## src/rtl/mem_access_unit.sv

```systemverilog
// mem_access_unit: memory-access pipeline stage; non-memory results pass
// straight through, loads/stores run byte-serially over an 8-bit port.
//
// Ports:
//   clk, rst           clock, synchronous active-high reset
//   rdy                global ready; state and counters hold while low
//   ex_we/waddr/wdata  register-write result from EX
//   ex_memop           0 none, 1 LB, 2 LH, 3 LW, 4 LBU, 5 LHU,
//                      6 SB, 7 SH, 8 SW, 9-15 none
//   ex_mem_addr        effective byte address
//   ex_store_data      store data, little-endian
//   mem_din, mem_done  read byte and per-byte completion
//   mem_req, mem_wr    byte request and direction
//   mem_addr, mem_dout byte address and write byte
//   stall_req          freezes IF..MA while an access is in flight
//   ma_we/waddr/wdata  result to MA/WB
module mem_access_unit (
  input  logic        clk,
  input  logic        rst,
  input  logic        rdy,
  input  logic        ex_we,
  input  logic [4:0]  ex_waddr,
  input  logic [31:0] ex_wdata,
  input  logic [3:0]  ex_memop,
  input  logic [31:0] ex_mem_addr,
  input  logic [31:0] ex_store_data,
  input  logic [7:0]  mem_din,
  input  logic        mem_done,
  output logic        mem_req,
  output logic        mem_wr,
  output logic [31:0] mem_addr,
  output logic [7:0]  mem_dout,
  output logic        stall_req,
  output logic        ma_we,
  output logic [4:0]  ma_waddr,
  output logic [31:0] ma_wdata
);

  typedef enum logic [1:0] {
    IDLE,
    BUSY,
    DONE
  } state_t;

  state_t      state;
  state_t      state_n;
  logic [1:0]  byte_cnt;
  logic [2:0]  nbytes;
  logic [31:0] ldbuf;

  logic        is_load;
  logic        is_store;
  logic        is_mem;
  logic [2:0]  size;
  logic        last_byte;
  logic [31:0] ld_ext;
  logic [4:0]  lane;

  always_comb begin
    is_load  = 1'b0;
    is_store = 1'b0;
    size     = 3'd1;
    unique case (1'b1)
      (ex_memop == 4'd1),
      (ex_memop == 4'd4): begin
        is_load = 1'b1;
        size    = 3'd1;
      end
      (ex_memop == 4'd2),
      (ex_memop == 4'd5): begin
        is_load = 1'b1;
        size    = 3'd2;
      end
      (ex_memop == 4'd3): begin
        is_load = 1'b1;
        size    = 3'd4;
      end
      (ex_memop == 4'd6): begin
        is_store = 1'b1;
        size     = 3'd1;
      end
      (ex_memop == 4'd7): begin
        is_store = 1'b1;
        size     = 3'd2;
      end
      (ex_memop == 4'd8): begin
        is_store = 1'b1;
        size     = 3'd4;
      end
      default: ;
    endcase
  end

  assign is_mem    = is_load | is_store;
  assign lane      = {byte_cnt, 3'b000};
  assign last_byte = ({1'b0, byte_cnt} == (nbytes - 3'd1));

  always_comb begin
    unique case (ex_memop)
      4'd1:    ld_ext = {{24{ldbuf[7]}}, ldbuf[7:0]};
      4'd2:    ld_ext = {{16{ldbuf[15]}}, ldbuf[15:0]};
      4'd4:    ld_ext = {24'd0, ldbuf[7:0]};
      4'd5:    ld_ext = {16'd0, ldbuf[15:0]};
      default: ld_ext = ldbuf;
    endcase
  end

  always_ff @(posedge clk) begin
    if (rst) begin
      state    <= IDLE;
      byte_cnt <= 2'd0;
      ldbuf    <= 32'd0;
      nbytes   <= 3'd1;
    end else if (rdy) begin
      state <= state_n;
      if (state == IDLE && is_mem) begin
        byte_cnt <= 2'd0;
        ldbuf    <= 32'd0;
        nbytes   <= size;
      end else if (state == BUSY && mem_done) begin
        if (is_load)
          ldbuf[lane +: 8] <= mem_din;
        byte_cnt <= byte_cnt + 2'd1;
      end
    end
  end

  always_comb begin
    state_n   = state;
    mem_req   = 1'b0;
    mem_wr    = 1'b0;
    mem_addr  = 32'd0;
    mem_dout  = 8'd0;
    stall_req = 1'b0;
    ma_we     = 1'b0;
    ma_waddr  = 5'd0;
    ma_wdata  = 32'd0;
    unique case (state)
      IDLE: begin
        if (is_mem) begin
          stall_req = 1'b1;
          state_n   = BUSY;
        end else begin
          ma_we    = ex_we;
          ma_waddr = ex_waddr;
          ma_wdata = ex_wdata;
        end
      end
      BUSY: begin
        stall_req = 1'b1;
        mem_req   = 1'b1;
        mem_wr    = is_store;
        mem_addr  = ex_mem_addr + {30'd0, byte_cnt};
        mem_dout  = ex_store_data[lane +: 8];
        if (mem_done && last_byte)
          state_n = DONE;
      end
      DONE: begin
        state_n = IDLE;
        if (is_load) begin
          ma_we    = ex_we;
          ma_waddr = ex_waddr;
          ma_wdata = ld_ext;
        end
      end
      default: state_n = IDLE;
    endcase
    // Outputs are forced quiet while reset is held, even mid-access.
    if (rst) begin
      mem_req   = 1'b0;
      mem_wr    = 1'b0;
      mem_addr  = 32'd0;
      mem_dout  = 8'd0;
      stall_req = 1'b0;
      ma_we     = 1'b0;
      ma_waddr  = 5'd0;
      ma_wdata  = 32'd0;
    end
  end

endmodule

```

## config.mk

```make
export PLATFORM = sky130hd
export DESIGN_NAME = mem_access_unit
export DESIGN_NICKNAME = d
export VERILOG_FILES = /design/src/rtl/mem_access_unit.sv
export SDC_FILE = /design/constraint.sdc
export NUM_CORES = 1
export LEC_CHECK = 0
export BUFFER_PORTS_ARGS = -buffer_cell sky130_fd_sc_hd__buf_4
export CAP_MARGIN = 0
export CORE_AREA = 2 2 94 96
export CTS_CLUSTER_DIAMETER = 60
export DETAILED_ROUTE_END_ITERATION = 7
export DIE_AREA = 0 0 96 98
export PLACE_DENSITY = 0.8
export SYNTH_ARGS = -nofsm -noshare
export SYNTH_HDL_FRONTEND = slang
export SYNTH_SLANG_ARGS = --single-unit
```

## constraint.sdc

```tcl
create_clock -name clk -period 3.8 [get_ports clk]
set_input_delay 0.19 -clock clk [delete_from_list [all_inputs] [get_ports clk]]
set_output_delay 0.19 -clock clk [all_outputs]
set_load 0.02 [all_outputs]
```

==> results.json, run 1 <==
{
  "status": "finished clean",
  "via_per_inst": 5.87,
  "hold_buffers": 0,
  "arrival_ps": 2940,
  "ant_nets": 0,
  "start_util_pct": 44.3,
  "rsz0062_at_grt": "false",
  "synthTopCellsByArea": "dfxtp_1 21%, a21oi_1 6.4%, o31ai_1 5.4%",
  "antenna_found_initial": 0,
  "syn_area_per_cell_um2": 7.37,
  "synthTopCellsByCount": "52 x nand2_1, 48 x a21oi_1, 44 x nor2_1, 39 x dfxtp_1, 31 x nand3_1",
  "synth_nets": 635,
  "dieWidth_um": 96,
  "grt_max_degree": 31,
  "clk_latency_ps": 290,
  "syn_area_mm2": 0.00375,
  "cts_setup_buffers": 0,
  "fmax_mhz": 320,
  "ys.flop_type": "dfxtp_1",
  "synth_cells": 509,
  "yosys_warnings": 0,
  "cts_resized": 0,
  "fin_crit_sh_pct": 82.3,
  "power_leakage_nw": 2.15,
  "maxCapViolCount": 0,
  "ios": 199,
  "finalSetupViolations": 0,
  "nNetsFinal": 800,
  "wl_per_cell_um": 16.3,
  "cts_buffers": 5,
  "dp_hpwl_um": 9970,
  "r2r_cells": 5,
  "ys_types": 56,
  "crit_chain": "fa_1 -> nand4_1 -> nor4_1 -> a21oi_1 -> a31o_2 -> buf_4",
  "cts.path.max_buffers": 2,
  "rows": 34,
  "numPortBuffers": 198,
  "worstMarginPinSlew_ps": 1270,
  "firstDrtPassIters": 5,
  "yosysTopAreaCellShare_pct": 20.8,
  "yosysSeqAreaShare_pct": 20.8,
  "core_mm2": 0.00847,
  "peakVddDrop_mv": 0.134,
  "antenna_cells": 0,
  "synth-async-reset-ratio_pct": 0,
  "setup_slack_ps": 673,
  "grt_pass1_vias": 4269,
  "grt_pass1_wl_um": 20200,
  "worst_ep_required_time_ps": 3610,
  "hold_path.class": "in2reg",
  "crit_path_start_kind": "flip-flop",
  "crit_path_max_fanout": 15,
  "clockRootBuffer": "clkbuf_8",
  "path_depth": 6,
  "synth_most_common_cell": "nand2_1",
  "wl_um": 12800,
  "vias": 4595,
  "drc_errors": 0,
  "synth_seq_cells": 39,
  "synth_area_leader_cell": "dfxtp_1",
  "cp-end-kind": "primary output",
  "die_y_um": 98,
  "syn_to_final_growth_pct": 42.1,
  "drt_iter0_markers": 198,
  "gp_congestion": 0.889,
  "grt_usage_pct": 26.3,
  "critPathKind": "reg2out",
  "synth-edff-count": 0,
  "crit_path_max_incr_delay_ps": 730,
  "drive_above_1_share_pct": 34.4,
  "fin_tns_setup_ps": 0,
  "path_buf_inv": 1,
  "rrSetupSlack_ps": 920,
  "cts.sinks": 39,
  "cts_max_level": 2,
  "drv_slew": 0,
  "relSlewSlack_pct": 15.1,
  "path_clk_slew_ps": 80,
  "cts_tree": "built",
  "critPathTopFamily": "simple AND/OR/NAND/NOR gates",
  "hold_violations": 0,
  "min_path_cells": 2,
  "crit_slowest_cell": "dfxtp_1",
  "dp_slack_ps": 953,
  "min_period_ps": 3130,
  "fin_skew_ps": 4.00,
  "dieArea_mm2": 0.00941,
  "cellPowerDensity_mw_per_mm2": 227,
  "overflow": 0
}
## power by group
group          switching [mW]  total [mW]  leakage (nW)  internal (mW)
Combinational           0.226       0.417          1.78          0.192
Sequential             0.0101       0.426         0.315          0.416
Clock                   0.155       0.367        0.0612          0.213
Total                   0.391        1.21          2.15          0.820
## worst paths after layout
kind	endpoint	start
worst max-delay path	mem_addr[16]	byte_cnt[1]$_SDFFE_PP0P_
worst min-delay path	ldbuf[19]$_SDFFE_PP0P_	mem_din[3]
worst min register to register	ldbuf[4]$_SDFFE_PP0P_	ldbuf[4]$_SDFFE_PP0P_
worst max register to register	ldbuf[11]$_SDFFE_PP0P_	byte_cnt[1]$_SDFFE_PP0P_
## metrics by stage
| step | total power [mW] | instance area [um^2] | hold WS (ps) | cells | util [%] |
|---|---|---|---|---|---|
| after floorplan | 0.647 | 3750 | 316 | 509 | - |
| after global placement | 0.838 | 5210 | 446 | 775 | 61.6 |
| after detailed placement | 0.850 | 5210 | 452 | 775 | 61.6 |
| after CTS | 1.21 | 5330 | 141 | 783 | 63.0 |
| after global routing | 1.27 | 5330 | 148 | 783 | 63.0 |
| final | 1.21 | 5330 | 146 | 783 | 63.0 |
## per-layer routing
metal	share of wire (%)	GRT usage (%)	vias up
li1	-	-	2242
met1	42	34.6	2116
met2	49	44.1	215
met3	7.6	4.17	22
met4	1.9	7.25	0
met5	0	0	-
## state kept, by name, summed over array words and instances, names as in the netlist
signal,flops
byte_cnt,2
ldbuf,32
nbytes,3
state,2
## cell type report
type,count,area [um^2]
Inverter,10,37.5
Tap cell,108,135
Clock inverter,2,35.0
Multi-Input combinational cell,417,2750
Clock buffer,6,82.6
Sequential cell,39,781
Fill cell,759,3140
Timing Repair Buffer,201,1510
## placed cells by master (no fill, tap or decap), drive strengths merged, types with 9 or more instances in the layout
cell type	count
buf	201
nand2	52
a21oi	48
nor2	44
dfxtp	39
nand3	31
o31ai	28
and2	17
o21ai	16
nor3	16
a22o	16
o211ai	16
nand4	14
or4	13
inv	10
xor2	10
a21boi	9
## worst register-to-register path, stage by stage, from the launching register on
cell and delay, ps:
dfxtp_1 730, inv_1 160, ha_1 510, or3b_2 510
nor3_1 690, a22o_1 230
## cells by family after synthesis
kind of cell,after synthesis,synth area share [%]
compound gates,158,29.7
xor+xnor,17,3.97
fa+ha+maj,8,2.87
buf+inv,53,5.84
flops,39,20.8
mux,10,5.34
simple gates,224,31.4
Power figures use the tool's default switching activity.
==> inputs of run 2 (changes only) <==
CORE_AREA = 2 2 98 100   (was 2 2 94 96)
DIE_AREA = 0 0 100 102   (was 0 0 96 98)
PLACE_DENSITY = 0.77   (was 0.8)
clock period = 2.7 ns   (was 3.8 ns; I/O delays follow)
==> run 2 against run 1 <==
Compared with the run above:
- sequential power grew 41%
- clock power grew 44%
- via count grew 0.74%
- highest routed layer unchanged
==> results.json, run 2 (synthesized netlist as in run 1, its figures left out) <==
{
  "gp_congestion": 1.09,
  "overflow": 0,
  "syn_to_final_growth_pct": 45.3,
  "path_clk_slew_ps": 80,
  "cts_tree": "built",
  "cellPowerDensity_mw_per_mm2": 318,
  "final_cell_mix": "215 x buf_4, 52 x nand2_1, 48 x a21oi_1",
  "nNetsFinal": 814,
  "crit_chain": "ha_1 -> fa_1 -> nand4_1 -> buf_4 -> nor4_1 -> a21oi_1 -> a31o_2 -> buf_4",
  "top_regs": "ldbuf (32), nbytes (3)",
  "use_met1_pct": 30.5,
  "start_util_pct": 41.2,
  "use_met3_pct": 3.42,
  "grt.busiest_layer": "met2",
  "dieWidth_um": 100,
  "cts.path.max_buffers": 2,
  "dieArea_mm2": 0.0102,
  "drv_slew": 0,
  "min_path_cells": 2,
  "grt_pass1_wl_um": 20500,
  "hold_buffers": 0,
  "placed_cells": 792,
  "wl_um": 12800,
  "ant_nets": 0,
  "met2_usage_pct": 43.8,
  "fmax_mhz": 405,
  "cts_buffers": 5,
  "fin_skew_ps": 15.6,
  "grt_usage_pct": 24.2,
  "relSlewSlack_pct": 16.9,
  "finalSetupViolations": 0,
  "hold_path.class": "in2reg",
  "grt_max_degree": 31,
  "peakVddDrop_mv": 0.369,
  "cts_max_level": 2,
  "stdcell_count": 800,
  "crit_slowest_cell": "nor4_1",
  "arrival_ps": 2330,
  "cts_setup_buffers": 0,
  "vias": 4629,
  "cts_resized": 0,
  "maxCapViolCount": 0,
  "cts.sinks": 39,
  "crit_path_max_fanout": 14,
  "core_mm2": 0.00911,
  "drc_errors": 0,
  "antenna_found_initial": 0,
  "die_y_um": 102,
  "grt_pass1_vias": 4414,
  "via_per_inst": 5.79,
  "hold_violations": 0,
  "rsz0062_at_grt": "false",
  "ios": 199,
  "firstDrtPassIters": 5,
  "critPathKind": "reg2out",
  "status": "finished clean",
  "drt_iter0_markers": 225,
  "r2r_cells": 5,
  "power_leakage_nw": 2.22,
  "wl_per_cell_um": 15.9,
  "cp-end-kind": "primary output",
  "clk_latency_ps": 300,
  "clockRootBuffer": "clkbuf_8",
  "layout_commonest_cell": "buf_4",
  "worst_ep_required_time_ps": 2570,
  "worstMarginPinSlew_ps": 1250,
  "fin_tns_setup_ps": 0,
  "cpMostUsedCell": "buf_4",
  "regMostFlops": "ldbuf",
  "dp_hpwl_um": 9940,
  "crit_path_max_incr_delay_ps": 400,
  "fin_crit_sh_pct": 91.4,
  "antenna_cells": 0,
  "largest_reg_flops": 32,
  "min_period_ps": 2470,
  "utilization_pct": 59.8,
  "setup_slack_ps": 231,
  "rows": 35,
  "drive_above_1_share_pct": 35.8,
  "dp_slack_ps": 416,
  "crit_path_start_kind": "flip-flop",
  "numPortBuffers": 198
}
## run 2: changes by cell type in the layout (fill, tap and decap cells not counted), sizes merged
| cell | delta |
|---|---|
| clkinv | -1 |
| buf | +14 |
| inv | +1 |
## run 2: routing by layer
layer | wire (um) | share of wire [%]
met1 | 5360 | 42
met2 | 6220 | 49
met3 | 1040 | 8.1
met4 | 126 | 0.99
met5 | 0 | 0
## run 2: where the power goes
group / internal, mW / leakage, nW / switching [mW] / total [mW]
logic: 0.280 / 1.85 / 0.322 / 0.602
clock network: 0.304 / 0.0618 / 0.226 / 0.530
registers: 0.586 / 0.315 / 0.0131 / 0.599
## run 2: per-stage QoR
step,cell area (um^2),hold slack [ps],power (mW)
floorplan,3760,261,0.912
global placement,5330,385,1.19
detailed placement,5330,391,1.21
CTS,5450,79.0,1.73
global route,5450,85.2,1.81
finish,5450,80.5,1.73
## run 2: layout make-up
class,count,area [um^2]
timing repair buffer,215,1610
clock buffer,6,82.6
multi-input combinational,417,2760
clock inverter,2,38.8
sequential,39,781
fill,821,3660
inverter,10,37.5
tap,111,139
## run 2: final timing paths
kind / from / to / slack [ps]
max: byte_cnt[0]$_SDFFE_PP0P_ / mem_addr[16] / 230
min: mem_din[1] / ldbuf[17]$_SDFFE_PP0P_ / 80
min reg2reg: ldbuf[25]$_SDFFE_PP0P_ / ldbuf[25]$_SDFFE_PP0P_ / 480
max reg2reg: state[0]$_SDFFE_PP0P_ / ldbuf[18]$_SDFFE_PP0P_ / 510
## run 2: critical path: cells and delay by family, from the launching register on
kind	cells	cell delay, ps
DFF	1	360
AOI/OAI and AO/OA	2	340
and+or+nand+nor	2	500
adders and majority gates	2	480
buffers and inverters	2	350
==> inputs of run 3 (changes only) <==
CORE_AREA = 5 5 101 103   (was 2 2 98 100)
DIE_AREA = 0 0 106 108   (was 0 0 100 102)
==> run 3 against run 2 <==
Compared with the run above:
- non-clock buffer count is 1 higher
- global-route usage is 1.8 points lower
- clock power is 20% lower
- utilization is 0.25 points lower
- clock skew is 4.5 ps lower
- sequential power hardly changed
- via count is 0.13% higher
- first-iteration DRC count is 5.3% higher
- largest cell class unchanged
- highest routed layer unchanged
==> results.json, run 3 (synthesized netlist as in run 1, its figures left out) <==
{
  "status": "finished clean",
  "drt_iter0_markers": 237,
  "drv_slew": 0,
  "numPortBuffers": 198,
  "dp_hpwl_um": 10700,
  "layout_commonest_cell": "buf_4",
  "wl_per_cell_um": 16.9,
  "hold_violations": 0,
  "fin_tns_setup_ps": 0,
  "vias": 4635,
  "top_regs": "ldbuf (32), nbytes (3)",
  "start_util_pct": 41.2,
  "min_path_cells": 2,
  "firstDrtPassIters": 4,
  "grt_max_degree": 31,
  "utilization_pct": 59.6,
  "path_clk_slew_ps": 80,
  "grt_usage_pct": 22.4,
  "n_fill_cell": 829,
  "clk_latency_ps": 310,
  "crit_path_max_incr_delay_ps": 590,
  "grt_pass1_vias": 4407,
  "crit_slowest_cell": "dfxtp_1",
  "rsz0062_at_grt": "false",
  "setup_slack_ps": 213,
  "gp_congestion": 0.874,
  "multi_input_area_mm2": 0.00276,
  "hold_path.class": "in2reg",
  "cts_buffers": 5,
  "seqCellArea_um2": 781,
  "cts_max_level": 2,
  "die_y_um": 108,
  "path_buf_inv": 1,
  "fmax_mhz": 402,
  "ant_nets": 0,
  "arrival_ps": 2350,
  "fin_crit_sh_pct": 92.1,
  "grt_pass1_wl_um": 21300,
  "final_cell_mix": "216 x buf_4, 52 x nand2_1, 48 x a21oi_1",
  "cellPowerDensity_mw_per_mm2": 299,
  "path_depth": 4,
  "rrSetupSlack_ps": 400,
  "dieArea_mm2": 0.0114,
  "hold_slack_ps": 85.9,
  "critPathTopFamily": "simple AND/OR/NAND/NOR gates",
  "clockRootBuffer": "clkbuf_8",
  "wl_um": 13500,
  "crit_path_max_fanout": 16,
  "antenna_found_initial": 0,
  "hold_buffers": 0,
  "syn_to_final_growth_pct": 44.7,
  "power_leakage_nw": 2.21,
  "fin_skew_ps": 11.1,
  "crit_path_start_kind": "flip-flop",
  "maxCapViolCount": 0,
  "r2r_cells": 7,
  "worst_ep_required_time_ps": 2570,
  "finalSetupViolations": 0,
  "relSlewSlack_pct": 16.0,
  "cts.sinks": 39,
  "peakVddDrop_mv": 0.196,
  "overflow": 0,
  "drc_errors": 0,
  "core_mm2": 0.00911,
  "dieWidth_um": 106,
  "drive_above_1_share_pct": 35.8,
  "crit_chain": "nor4b_2 -> nand2b_1 -> o31ai_1 -> buf_4",
  "cp-end-kind": "primary output",
  "cts.path.max_buffers": 2,
  "cts_tree": "built",
  "largest_reg_flops": 32,
  "min_period_ps": 2490,
  "nNetsFinal": 815,
  "rows": 35,
  "worstMarginPinSlew_ps": 1260,
  "ios": 199,
  "regMostFlops": "ldbuf",
  "critPathKind": "reg2out",
  "antenna_cells": 0,
  "via_per_inst": 5.79,
  "dp_slack_ps": 306
}
## run 3: per-layer routing
| layer | GRT usage [%] | vias to the layer above | wire (um) |
|---|---|---|---|
| li1 | - | 2268 | - |
| met3 | 4.54 | 13 | 1060 |
| met5 | 0 | - | 0 |
| met1 | 28.6 | 2147 | 5690 |
| met4 | 5.37 | 0 | 160 |
| met2 | 38.9 | 207 | 6610 |
## run 3: path summary, 6_finish.rpt
path / startpoint / to
setup / recovery: state[1]$_SDFFE_PP0P_ / ma_wdata[19]
hold / removal: mem_din[7] / ldbuf[15]$_SDFFE_PP0P_
setup reg to reg: byte_cnt[0]$_SDFFE_PP0P_ / ldbuf[1]$_SDFFE_PP0P_
hold reg to reg: ldbuf[0]$_SDFFE_PP0P_ / ldbuf[0]$_SDFFE_PP0P_
## run 3: what timing repair did
action | in CTS | in global routing
resized for setup | 0 | 0
endpoints found under the setup margin | 2 | 0
buffers inserted | 3 | 0
## run 3: layout make-up
type                       instances  area share (%)
clock inverter                     1           0.161
inverter                          10           0.692
timing repair buffer             216            29.9
multi-input combinational        417            50.8
tap                              111            2.56
sequential                        39            14.4
clock buffer                       6            1.52
## run 3: worst register-to-register path, cell delays in order, from the launching register on
cell and delay, ps:
dfxtp_1 330, buf_4 270, inv_1 130, ha_1 320, or3b_2 450, a31oi_2 390
o211ai_1 160, a21oi_1 180
## run 3: stage by stage
stage	instances	power (mW)	cell area [um^2]
finish	800	1.62	5430
global route	800	1.70	5430
CTS	800	1.62	5430
detailed placement	790	1.21	5310
global placement	790	1.20	5310
floorplan	509	0.912	3760
## run 3: where the power goes
part / internal (mW) / switching, mW / leakage, nW
sequential: 0.586 / 0.0127 / 0.315
clock: 0.206 / 0.218 / 0.0477
combinational: 0.279 / 0.321 / 1.85
